$ cat src/rtl/flap_scheduler.sv
// flap_scheduler
//   Arbitrates flap-position move requests from a cockpit panel (pilot) and an
//   autopilot, then walks the flap one detent at a time (UP <-> HOR <-> DOWN),
//   dwelling DWELL_CYCLES cycles per step, and acknowledges the owner when the
//   target detent is reached.
//
// Parameters
//   DWELL_CYCLES  cycles spent per flap step (1..255)
//
// Ports
//   clk            system clock, all state changes on its rising edge
//   sync_reset     synchronous active-high reset, dominates every other input
//   enable         indicator power; low freezes moves and darkens up/hor/down
//   pilot_req      panel request, held until pilot_ack
//   pilot_target   panel target (0 UP, 1 HOR, 2 DOWN, 3 illegal)
//   pilot_ack      one-cycle completion pulse to the panel
//   auto_req       autopilot request, held until auto_ack
//   auto_target    autopilot target, same encoding
//   auto_ack       one-cycle completion pulse to the autopilot
//   err            accompanies the ack when the granted target was illegal
//   busy           high whenever a transaction is in progress
//   up, hor, down  one-hot position indicator, gated by enable

module flap_scheduler #(
  parameter int unsigned DWELL_CYCLES = 4
) (
  input  logic       clk,
  input  logic       sync_reset,
  input  logic       enable,
  input  logic       pilot_req,
  input  logic [1:0] pilot_target,
  output logic       pilot_ack,
  input  logic       auto_req,
  input  logic [1:0] auto_target,
  output logic       auto_ack,
  output logic       err,
  output logic       busy,
  output logic       up,
  output logic       hor,
  output logic       down
);

  localparam logic [7:0] RELOAD      = 8'(DWELL_CYCLES - 1);
  localparam logic [1:0] TGT_ILLEGAL = 2'd3;

  typedef enum logic [1:0] {
    IDLE  = 2'd0,
    DWELL = 2'd1,
    DONE  = 2'd2
  } state_t;

  typedef enum logic [1:0] {
    POS_UP   = 2'd0,
    POS_HOR  = 2'd1,
    POS_DOWN = 2'd2
  } pos_t;

  typedef enum logic {
    OWN_PILOT = 1'b0,
    OWN_AUTO  = 1'b1
  } owner_t;

  state_t     state_q, state_d;
  pos_t       pos_q, pos_d;
  logic [7:0] cnt_q, cnt_d;
  logic [1:0] tgt_q, tgt_d;
  owner_t     owner_q, owner_d;
  logic       pilot_ack_d, auto_ack_d, err_d;

  logic       grant_ok;
  logic       grant_pilot;
  logic       grant_any;
  logic [1:0] grant_tgt;
  logic [1:0] step_pos;

  // The ack is registered, so it is visible during the first IDLE cycle.
  // The owner only sees it at the end of that cycle and still holds req, so
  // no grant is made while an ack is on the outputs.
  always_comb begin
    grant_ok    = enable && !pilot_ack && !auto_ack;
    grant_pilot = grant_ok && pilot_req;
    grant_any   = grant_ok && (pilot_req || auto_req);
    grant_tgt   = pilot_req ? pilot_target : auto_target;
    // One detent toward the target; target is never equal to or beyond
    // the range while dwelling, so the step stays within UP..DOWN.
    step_pos    = (tgt_q > pos_q) ? (pos_q + 2'd1) : (pos_q - 2'd1);
  end

  always_comb begin
    state_d     = state_q;
    pos_d       = pos_q;
    cnt_d       = cnt_q;
    tgt_d       = tgt_q;
    owner_d     = owner_q;
    pilot_ack_d = 1'b0;
    auto_ack_d  = 1'b0;
    err_d       = 1'b0;

    case (state_q)
      IDLE: begin
        if (grant_any) begin
          tgt_d   = grant_tgt;
          owner_d = grant_pilot ? OWN_PILOT : OWN_AUTO;
          if ((grant_tgt == TGT_ILLEGAL) || (grant_tgt == pos_q)) begin
            state_d = DONE;
          end else begin
            state_d = DWELL;
            cnt_d   = RELOAD;
          end
        end
      end

      DWELL: begin
        if (enable) begin
          if (cnt_q == 8'd0) begin
            pos_d = pos_t'(step_pos);
            if (step_pos == tgt_q) begin
              state_d = DONE;
            end else begin
              cnt_d = RELOAD;
            end
          end else begin
            cnt_d = cnt_q - 8'd1;
          end
        end
      end

      DONE: begin
        state_d     = IDLE;
        pilot_ack_d = (owner_q == OWN_PILOT);
        auto_ack_d  = (owner_q == OWN_AUTO);
        err_d       = (tgt_q == TGT_ILLEGAL);
      end

      default: begin
        state_d = IDLE;
      end
    endcase
  end

  always_ff @(posedge clk) begin
    if (sync_reset) begin
      state_q   <= IDLE;
      pos_q     <= POS_UP;
      cnt_q     <= '0;
      tgt_q     <= '0;
      owner_q   <= OWN_PILOT;
      pilot_ack <= 1'b0;
      auto_ack  <= 1'b0;
      err       <= 1'b0;
    end else begin
      state_q   <= state_d;
      pos_q     <= pos_d;
      cnt_q     <= cnt_d;
      tgt_q     <= tgt_d;
      owner_q   <= owner_d;
      pilot_ack <= pilot_ack_d;
      auto_ack  <= auto_ack_d;
      err       <= err_d;
    end
  end

  always_comb begin
    busy = (state_q != IDLE);
    up   = enable && (pos_q == POS_UP);
    hor  = enable && (pos_q == POS_HOR);
    down = enable && (pos_q == POS_DOWN);
  end

endmodule

$ cat config.mk
export PLATFORM = sky130hd
export DESIGN_NAME = flap_scheduler
export DESIGN_NICKNAME = d
export VERILOG_FILES = /design/src/rtl/flap_scheduler.sv
export SDC_FILE = /design/constraint.sdc
export NUM_CORES = 1
export LEC_CHECK = 0
export BUFFER_PORTS_ARGS = -buffer_cell sky130_fd_sc_hd__buf_2
export CAP_MARGIN = 5
export CORE_AREA = 4 4 49 51
export CTS_CLUSTER_DIAMETER = 150
export DETAILED_ROUTE_END_ITERATION = 6
export DIE_AREA = 0 0 53 55
export GPL_TIMING_DRIVEN = 0
export HOLD_SLACK_MARGIN = 0.06
export PLACE_DENSITY = 0.76
export SYNTH_ARGS = -nofsm -noshare
export SYNTH_HDL_FRONTEND = slang
export SYNTH_SLANG_ARGS = --single-unit
$ cat constraint.sdc
create_clock -name clk -period 5.8 [get_ports clk]
set_clock_uncertainty 0.1 [all_clocks]
set_input_delay 1.16 -clock clk [delete_from_list [all_inputs] [get_ports clk]]
set_output_delay 1.16 -clock clk [all_outputs]
set_load 0.1 [all_outputs]
==> Word-level counts from Yosys, hierarchy flattened <==
Index checks and enable logic that the tools add are counted.
{ "op_classes": {"add_sub_neg": 3, "order_cmp": 1, "n_eq_ne": 14, "muxes": 15, "bitwise_logic": 2, "reduce_logical": 21} }
{ "op_table": {"columns": ["cell", "count"], "rows": [
  ["8-bit 2-to-1 mux", 5],
  ["8-bit case mux with 2 select lines", 1],
  ["2-bit 2-to-1 mux", 7],
  ["2-bit != test (second input constant)", 5],
  ["2-bit equality test (second input constant)", 4],
  ["8-bit logical NOT", 1],
  ["8-bit by 1-bit subtractor with 8-bit output (second input constant)", 1],
  ["1-bit logical AND", 7],
  ["5-bit AND reduction", 1],
  ["2-bit by 1-bit equality test with 1-bit output (second input constant)", 2],
  ["2-bit equality test", 2],
  ["2-bit logical NOT", 2],
  ["2-bit case mux with 2 select lines", 1],
  ["4-bit AND reduction", 1],
  ["2-bit nonzero test", 2],
  ["3-bit != test (second input constant)", 1],
  ["3-bit AND reduction", 1],
  ["2-bit by 1-bit adder with 2-bit output (second input constant)", 1],
  ["2-bit greater-than comparator", 1],
  ["1-bit logical NOT", 2],
  ["1-bit logical OR", 2],
  ["1-bit inverter", 2],
  ["2-bit AND reduction", 1],
  ["2-bit OR reduction", 1],
  ["other kinds (2)", 2]
]} }
{ "word_totals": {"regBits": 18, "in_bits": 9, "output_inout_bits": 7, "elab_cells": 64} }

==> Logic depth before layout (Yosys ltp) <==
{ "logic_depth": {"depth_word": 7, "mapped_depth": 9, "mapped_depth_nobuf": 8} }

==> Worst setup path after synthesis <==
OpenSTA, ideal clock, no wires.
{ "synth_path": {"path_kind": "input-to-output", "from": "in enable", "to": "out down", "t_arrival_ps": 2170, "required_ps": 4540, "setup_slack_ps": 2370, "path_stages": 2, "path_buffers": 1, "path_cell_list": "clkbuf_1 and2_1"} }
{ "synth_via": {"elab_chain_len": 1} }
{ "synth_lines": {"columns": ["element", "line", "source"], "rows": [
  ["from (decl)", "29", "input logic enable,"],
  ["1-bit logical AND", "167", "down = enable && (pos_q == POS_DOWN);"],
  ["to (decl)", "40", "output logic down"]
]} }
Every way passes these cells.

==> Final worst setup path <==
{ "layout_path": {"from": "in enable", "to": "out up"} }
{ "layout_via": {"elab_chain_len": 1} }
{ "layout_lines": {"columns": ["element", "line", "source"], "rows": [
  ["1-bit logical AND", "165", "up = enable && (pos_q == POS_UP);"],
  ["to (decl)", "38", "output logic up,"]
]} }
Every way passes these cells.

==> reports/metrics.csv <==
metric,value,unit
finalMaxSlewViolations,0,
htreeDepth,1,
dp_hpwl,1840,um
cts_setup_buffers,0,
rows,16,
p_total,345,uW
synth_area,1130,sq um
end_kind,output pin,
synth_seq_cells,18,
max-vdd-ir-drop,0.000191,V
crit_type,primary input to output pin,
ys_warn_count,0,
finalWorstSetupSlack,2.32,ns
drt_wl_total,2370,um
cp-startpoint,enable,
final_cell_mix,"dfxtp_1, buf_2, nor2_1, inv_1",
tightestPinTransition,0.490,ns
r2r_cells,7,
status,"complete, no violations",
diodes,0,
cp.required,4.54,ns
cap_viol_max_count,0,
tritoncts,done,
gr-usage-met1,0.224,
hold_depth,1,
yosysSeqAreaShare,0.319,
drt-vias-per-instance,5.70,
rsz0062_at_grt,no,
initialDrtViolationCount,21,
final_common_cell,dfxtp_1,
arrival,2.22,ns
grt_pass1_wl,4150,um
grt.total_usage,0.193,
fillers,167,
p_leak,0.532,nW
r2r-start,pos_q[1],
multi_input_area,698,sq um
clkTransAtPathRegs,0.10,ns
clock_sinks,18,
cp-start-kind,primary input,
timing.final.crit_share,0.600,
crit_fanout,10,
wl_per_cell,13.5,um
root_buffer,clkbuf_4,
numCtsBuffers,3,
fin_util,0.654,
dr.pass1.iters,4,
start_util,0.582,
finalSetupTns,0,ns
grt_max_degree,11,
min_path_type,register to register,
die-area,2920,sq um
grt-busiest-layer,met2,
final-seq-area,360,sq um
nets,165,
synth_nets,146,
gp_congestion,0.826,
ant_nets,0,
cts_hold_buf,0,
antenna_found_initial,0,
hold_viol_final,0,
use_met3,0.0241,
power_density,272,nW/um^2
syn_avg_cell_area,8.69,sq um
clockBufferDepth,2,
worstHoldStart,owner_q,
use_met2,0.351,
port_buffers,14,
period_needed,3.48,ns
drc,0,
grt_pass1_vias,952,
ios,16,
core_area,1940,sq um
slew_headroom,0.676,
synth_cell_types,44,
drive_gt1_frac,0.196,
max_freq,288,MHz
post_cts_resized,0,
grt_remaining_overflow,0,
setup_violations,0,
insertion_delay,0.30,ns
dieHeight,55,um
area_delta_synth_final,12.4,%
synthCells,130,
die_w,53,um
place_ws,2.34,ns
vias,998,
==> path summary, 6_finish.rpt <==
kind                to  slack (ns)
min          pilot_ack        0.34
max reg2reg   cnt_q[1]        3.37
max                 up        2.32
min reg2reg  pilot_ack        0.34
==> layout make-up <==
cell class,instances,area share
multi-input combinational,97,0.550
tap,27,0.0266
clock buffer,4,0.0286
inverter,8,0.0236
timing repair buffer,14,0.0552
sequential,18,0.284
buffer,7,0.0325
==> flip-flops by register name, summed over array words and instances, names as in the netlist <==
signal / cells
auto_ack: 1
cnt_q: 8
err: 1
owner_q: 1
pilot_ack: 1
pos_q: 2
state_q: 2
tgt_q: 2
==> kinds of logic (layout without fill, tap and decap cells) <==
logic type,after synthesis,after routing,share of synthesized area
fa+ha+maj,7,7,0.0775
simple gates,52,52,0.262
flops,18,18,0.319
compound gates,29,29,0.199
buf+inv,15,33,0.0631
mux,6,6,0.0554
xor+xnor,3,3,0.0233
==> per-stage QoR <==
stage               instance area (sq um)  cells  hold slack, ns
global route                         1270    175           0.361
CTS                                  1270    175           0.339
global placement                     1230    171           0.313
detailed placement                   1230    171           0.324
finish                               1270    175           0.339
floorplan                            1130    130           0.306
==> metal layers <==
layer | up-vias | wire, um | part of all wire
li1 | 509 | - | -
met5 | - | 0 | 0
met1 | 457 | 1090 | 0.46
met4 | 0 | 27 | 0.011
met3 | 4 | 94 | 0.040
met2 | 28 | 1160 | 0.49
==> where the power goes <==
group / internal (mW) / switching, mW / total (mW)
clock: 0.0383 / 0.0410 / 0.0793
combinational: 0.0464 / 0.0807 / 0.127
sequential: 0.131 / 0.00765 / 0.139
==> critical path: stages <==
cell	delay (ns)
buf_2	0.09
clkbuf_1	0.34
and2_1	0.19
buf_2	0.42
==> cells in the mapped netlist <==
| master | instances | share of area |
|---|---|---|
| a2111oi_4 | 1 | 0.024 |
| a211oi_1 | 2 | 0.013 |
| a21oi_1 | 7 | 0.031 |
| a311oi_1 | 2 | 0.016 |
| a31oi_1 | 1 | 0.0055 |
| a32oi_1 | 1 | 0.0078 |
| a41oi_1 | 1 | 0.0078 |
| and2_1 | 5 | 0.028 |
| and2b_1 | 1 | 0.0066 |
| and3_1 | 1 | 0.0055 |
| and3b_1 | 1 | 0.0078 |
| buf_6 | 2 | 0.020 |
| clkbuf_1 | 5 | 0.017 |
| dfxtp_1 | 18 | 0.32 |
| ha_1 | 7 | 0.078 |
| inv_1 | 8 | 0.027 |
| mux2_2 | 2 | 0.020 |
| mux2i_1 | 4 | 0.035 |
| nand2_1 | 7 | 0.023 |
| nand2b_1 | 3 | 0.017 |
| nand3_1 | 4 | 0.018 |
| nor2_1 | 9 | 0.030 |
| nor2b_1 | 4 | 0.022 |
| nor3_1 | 4 | 0.018 |
| nor3b_1 | 1 | 0.0066 |
| nor3b_2 | 1 | 0.011 |
| nor4_1 | 3 | 0.017 |
| nor4b_1 | 1 | 0.0078 |
| o211a_1 | 1 | 0.0089 |
| o211ai_1 | 1 | 0.0066 |
| o21ai_0 | 5 | 0.022 |
| o21ba_2 | 1 | 0.0089 |
| o221a_2 | 1 | 0.010 |
| o221ai_1 | 1 | 0.0078 |
| o311a_1 | 1 | 0.0089 |
| o31ai_1 | 2 | 0.013 |
| o32ai_1 | 1 | 0.0078 |
| or2_1 | 1 | 0.0055 |
| or2_2 | 1 | 0.0055 |
| or3_1 | 3 | 0.017 |
| or3b_2 | 1 | 0.0078 |
| or4_4 | 1 | 0.010 |
| xnor2_1 | 2 | 0.016 |
| xor2_1 | 1 | 0.0078 |
No activity file was read; power rests on OpenSTA's default activity.
